File: config.mk
export PLATFORM = sky130hd
export DESIGN_NAME = xiangwei_leijiaqi
export DESIGN_NICKNAME = d
export VERILOG_FILES = /design/src/rtl/xiangwei_leijiaqi.sv
export SDC_FILE = /design/constraint.sdc
export NUM_CORES = 1
export LEC_CHECK = 0
export ABC_AREA = 0
export ABC_CLOCK_PERIOD_IN_PS = 5900
export CORE_ASPECT_RATIO = 0.75
export CORE_MARGIN = 4
export CORE_UTILIZATION = 50
export CTS_CLUSTER_SIZE = 8
export DETAILED_ROUTE_END_ITERATION = 8
export PLACE_DENSITY = 0.83
export SYNTH_ARGS = -nofsm -noshare
export SYNTH_HDL_FRONTEND = slang
export SYNTH_SLANG_ARGS = --single-unit
File: constraint.sdc
create_clock -name clk -period 5.9 [get_ports clk]
set_clock_uncertainty 0.05 [all_clocks]
set_input_delay 0.885 -clock clk [delete_from_list [all_inputs] [get_ports clk]]
set_output_delay 0.885 -clock clk [all_outputs]
set_load 0.01 [all_outputs]
File: src/rtl/xiangwei_leijiaqi.sv
// DDS phase accumulator: frequency-word integration, phase offset, ROM addresses, square/triangle synthesis.
// Optional phase dither is enabled by defining XIANGWEI_DOUDONG_EN.
module xiangwei_leijiaqi #(
    parameter int unsigned          ACC_W    = 32,
    parameter logic [ACC_W-1:0]     FCW_INIT = '0
) (
    input  logic             clk,
    input  logic             rst,
    input  logic             en,
    input  logic [ACC_W-1:0] pinlv,
    input  logic             pinlv_vld,
    output logic             pinlv_rdy,
    input  logic [9:0]       xiangwei,
    input  logic [9:0]       zhankongbi,
    output logic [9:0]       dizhi_sin,
    output logic [9:0]       dizhi_cos,
    output logic [9:0]       fangbo,
    output logic [9:0]       sanjiaobo,
    output logic             guoling
);

    typedef enum logic {IDLE, PEND} state_t;

    state_t           state_q;
    logic [ACC_W-1:0] acc_q, acc_d;
    logic [ACC_W-1:0] fcw_act_q, pend_q;
    logic             carry_d;
    logic             wrap_q;
    logic             rdy_q;
    logic             guoling_q;
    logic [9:0]       sin_q, cos_q, fang_q, tri_q;
    logic [9:0]       p_d, tri_d;

    assign {carry_d, acc_d} = {1'b0, acc_q} + {1'b0, fcw_act_q};

`ifdef XIANGWEI_DOUDONG_EN
    localparam int unsigned LW = ACC_W - 10;
    localparam int unsigned DW = (LW < 16) ? LW : 16;

    logic [15:0] lfsr_q;
    logic [LW:0] dsum_d;

    // Dither only nudges the truncation; its carry reaches p, never acc.
    assign dsum_d = {1'b0, acc_q[LW-1:0]} + (LW+1)'(lfsr_q[DW-1:0]);
    assign p_d    = acc_q[ACC_W-1 -: 10] + xiangwei + {9'b0, dsum_d[LW]};

    always_ff @(posedge clk or posedge rst) begin
        if (rst) begin
            lfsr_q <= 16'hACE1;
        end else if (en) begin
            lfsr_q <= {1'b0, lfsr_q[15:1]} ^ (lfsr_q[0] ? 16'hB400 : 16'h0000);
        end
    end
`else
    assign p_d = acc_q[ACC_W-1 -: 10] + xiangwei;
`endif

    assign tri_d = p_d[9] ? ~{p_d[8:0], 1'b0} : {p_d[8:0], 1'b0};

    always_ff @(posedge clk or posedge rst) begin
        if (rst) begin
            state_q   <= IDLE;
            acc_q     <= '0;
            fcw_act_q <= FCW_INIT;
            pend_q    <= '0;
            wrap_q    <= 1'b0;
            rdy_q     <= 1'b1;
            guoling_q <= 1'b0;
            sin_q     <= '0;
            cos_q     <= '0;
            fang_q    <= '0;
            tri_q     <= '0;
        end else begin
            // wrap_q delays the carry so guoling lines up with the post-wrap outputs.
            if (en) begin
                acc_q     <= acc_d;
                wrap_q    <= carry_d;
                guoling_q <= wrap_q;
                sin_q     <= p_d;
                cos_q     <= p_d + 10'd256;
                fang_q    <= (p_d < zhankongbi) ? '1 : '0;
                tri_q     <= tri_d;
            end else begin
                guoling_q <= 1'b0;
            end

            case (state_q)
                IDLE: begin
                    if (pinlv_vld) begin
                        pend_q  <= pinlv;
                        state_q <= PEND;
                        rdy_q   <= 1'b0;
                    end
                end
                PEND: begin
                    // A zero word can never wrap, so it is replaced immediately.
                    if ((fcw_act_q == '0) || (en && carry_d)) begin
                        fcw_act_q <= pend_q;
                        state_q   <= IDLE;
                        rdy_q     <= 1'b1;
                    end
                end
                default: begin
                    state_q <= IDLE;
                    rdy_q   <= 1'b1;
                end
            endcase
        end
    end

    assign pinlv_rdy = rdy_q;
    assign guoling   = guoling_q;
    assign dizhi_sin = sin_q;
    assign dizhi_cos = cos_q;
    assign fangbo    = fang_q;
    assign sanjiaobo = tri_q;

endmodule
==> results.ini <==
[cells_and_area]
fillers=1061
nNetsFinal=820
area_growth_pct=21.7
antenna_cells=0
utilization_pct=62.6
layout_common_cells=dfrtp_1 (120), clkdlybuf4s50_1 (96), mux2_2 (73)
fin_area_sq_mm=0.00867
drive_gt1_share_pct=21.1
layout_commonest_cell=dfrtp_1

[placed_design]
place.gp.congestion=0.925
dpl_cell_area_sq_mm=0.00810
dpl.hpwl_microns=11100
port_buffers=97

[drt]
dr_wl_met3_microns=744
drc=0
detail-route-antenna-nets=0
met2_length_microns=7350
num_vias=5070
wl_per_cell_microns=16.9
firstDrtPassIters=7
drt_iter0_drc=351
top_layer=met4
drt_wl_total_microns=15200
wl_met1_microns=6950
viasPerCell=5.63

[global_routing]
grt_use_total_pct=18.8
antenna_found_initial=0
grt-ovfl-total=0
grt_pass1_wl_microns=25400
grt_pass1_vias=5082
grt_max_degree=84

[timing]
worst_hold_slack_ns=0.423
finalSetupTns_ns=0
hold_violations=0
grt_setup_unrepaired=no
fmax_mhz=263
maxSlewHeadroom_pct=33.4
worst_pin_slew_ns=0.999
finalCritPeriodShare_pct=64.4
setup_viol=0
min_period_ns=3.80
maxSlewViolCount=0

[logic_synthesis]
synth_cell_types=59
synth.avg_cell_area_sq_um=11.3
yosys_warnings=0
synth-edff-count=0
synth_ff_type=dfrtp_1
mappedNetlistNets=740
async_flop_share_pct=100
postSynthCellCount=632
synth.cell_area_sq_mm=0.00712
synth_seq_cells=121
ys_seq_area_share_pct=42.5

[clocking]
cts.hold.buffers_added=0
numClockSinks=121
cts-root-buf=clkbuf_16
htree_levels=4
cts_setup_buffers=0
tritoncts=done
clk_latency_ns=0.41
numCtsBuffers=17
clk_pin_slew_ns=0.05
clock_path_buffers=2
postCtsResizedCells=0

[floorplan]
dieArea_sq_mm=0.0162
die_w_microns=146
rows=37
io_pins=98
core-area_sq_mm=0.0138
start_util_pct=51.4
die_h_microns=111

[hold_path]
worstHoldStart=dizhi_cos[8]
min_path_type=flip-flop to flip-flop

[pwr]
leakage_nw=3.81
ir_worst_vdd_v=0.000340
powerDensity_mw_per_mm2=731

[run]
maxCapViolCount=0

[setup_path]
reg2reg_from=fcw_act_q[0]
slowest_stage=a21boi_4
startpoint=fcw_act_q[0]
worstPathArrival_ns=4.04
crit_chain=ha_1, fa_1, a21o_1, a21oi_1, o21ai_0, nand2_1, a21oi_2, a221o_2, nand4_4, a21boi_4, buf_4, mux2_4
worstPathRequired_ns=6.14
path_max_fanout=17
setup.worst_path.start_class=flip-flop
critPathMaxStageDelay_ns=0.66
cp-end-kind=flip-flop
cp_top_family=compound AO/OA/AOI/OAI gates
crit_buf_inv=1
worstSetupPathType=flip-flop to flip-flop

[outcome]
outcome=finished, final reports clean

-- sequential cells by signal (all words and copies together) (netlist names) --
register / cells
sanjiaobo: 9
fangbo: 1
pinlv_rdy: 1
state_q: 1
guoling: 1
dizhi_cos: 2
wrap_q: 1
fcw_act_q: 32
dizhi_sin: 9
acc_q: 32
pend_q: 32
-- per-layer routing --
metal  vias to the layer above  track usage [%]
met2                       151             31.2
li1                       2412                -
met5                         -                0
met4                         0             5.44
met1                      2490             25.1
met3                        17             4.11
-- power by group --
part           switching [mW]  leakage, nW  internal, mW
logic                    1.80         2.13          1.93
registers               0.346         1.42          1.29
clock network           0.369        0.264         0.612
-- cells by family (layout without fill, tap and decap cells) --
group | Yosys count | count (layout) | share of synthesized area (%)
flip-flops | 121 | 121 | 42.5
AO/OA/AOI/OAI | 139 | 139 | 12.7
AND/OR/NAND/NOR | 100 | 100 | 6.78
buffers and inverters | 71 | 164 | 5.10
multiplexers | 105 | 105 | 18.1
XOR/XNOR | 44 | 44 | 5.41
adder cells (fa/ha/maj) | 52 | 52 | 9.35
-- path summary, 6_finish.rpt --
kind                                     end  slack, ns  cells after the start
max in group asynchronous          acc_q[21]       3.71                      3
worst max-delay path            fcw_act_q[5]       2.10                     12
worst min register to register  dizhi_cos[8]       0.42                      1
worst min-delay path            dizhi_cos[8]       0.42                      1
worst max register to register  fcw_act_q[5]       2.10                     12
min in group asynchronous          pend_q[1]       1.01                      2
-- cell usage after synthesis (4+ instances only) --
library cell / count / area [sq um]
inv_1: 28 / 105
mux2_2: 73 / 822
a21oi_1: 48 / 240
nand4_1: 5 / 31.3
nand3_1: 4 / 20.0
o21ai_0: 24 / 120
nor2b_1: 4 / 25.0
xor2_1: 8 / 70.1
clkbuf_1: 13 / 48.8
buf_4: 19 / 143
ha_1: 50 / 626
mux2_4: 29 / 435
nand2_1: 26 / 97.6
nor3_1: 6 / 30.0
a31oi_1: 6 / 37.5
a21o_1: 19 / 143
o21a_1: 6 / 45.0
nor4_1: 8 / 50.1
nor2_1: 33 / 124
a211oi_1: 4 / 30.0
buf_1: 4 / 15.0
dfrtp_1: 120 / 3000
o21bai_1: 7 / 52.6
xnor2_1: 36 / 315
-- stage by stage --
stage          cells  power, mW  worst slack [ns]
2_1_floorplan    632       4.43              1.75
3_3_place_gp     868       5.13              1.93
3_5_place_dp     868       5.30              1.83
4_1_cts          900       6.35              2.10
5_1_grt          900       6.82              1.85
6_report         900       6.34              2.10
-- final cells by class --
cell class	instances	area, sq um	area share (%)
Sequential cell	121	3030	35.0
Clock inverter	10	95.1	1.10
Clock buffer	22	474	5.47
Multi-Input combinational cell	440	3730	43.0
Tap cell	175	219	2.53
Inverter	30	115	1.33
Timing Repair Buffer	102	1000	11.6
Power figures use the tool's default switching activity.
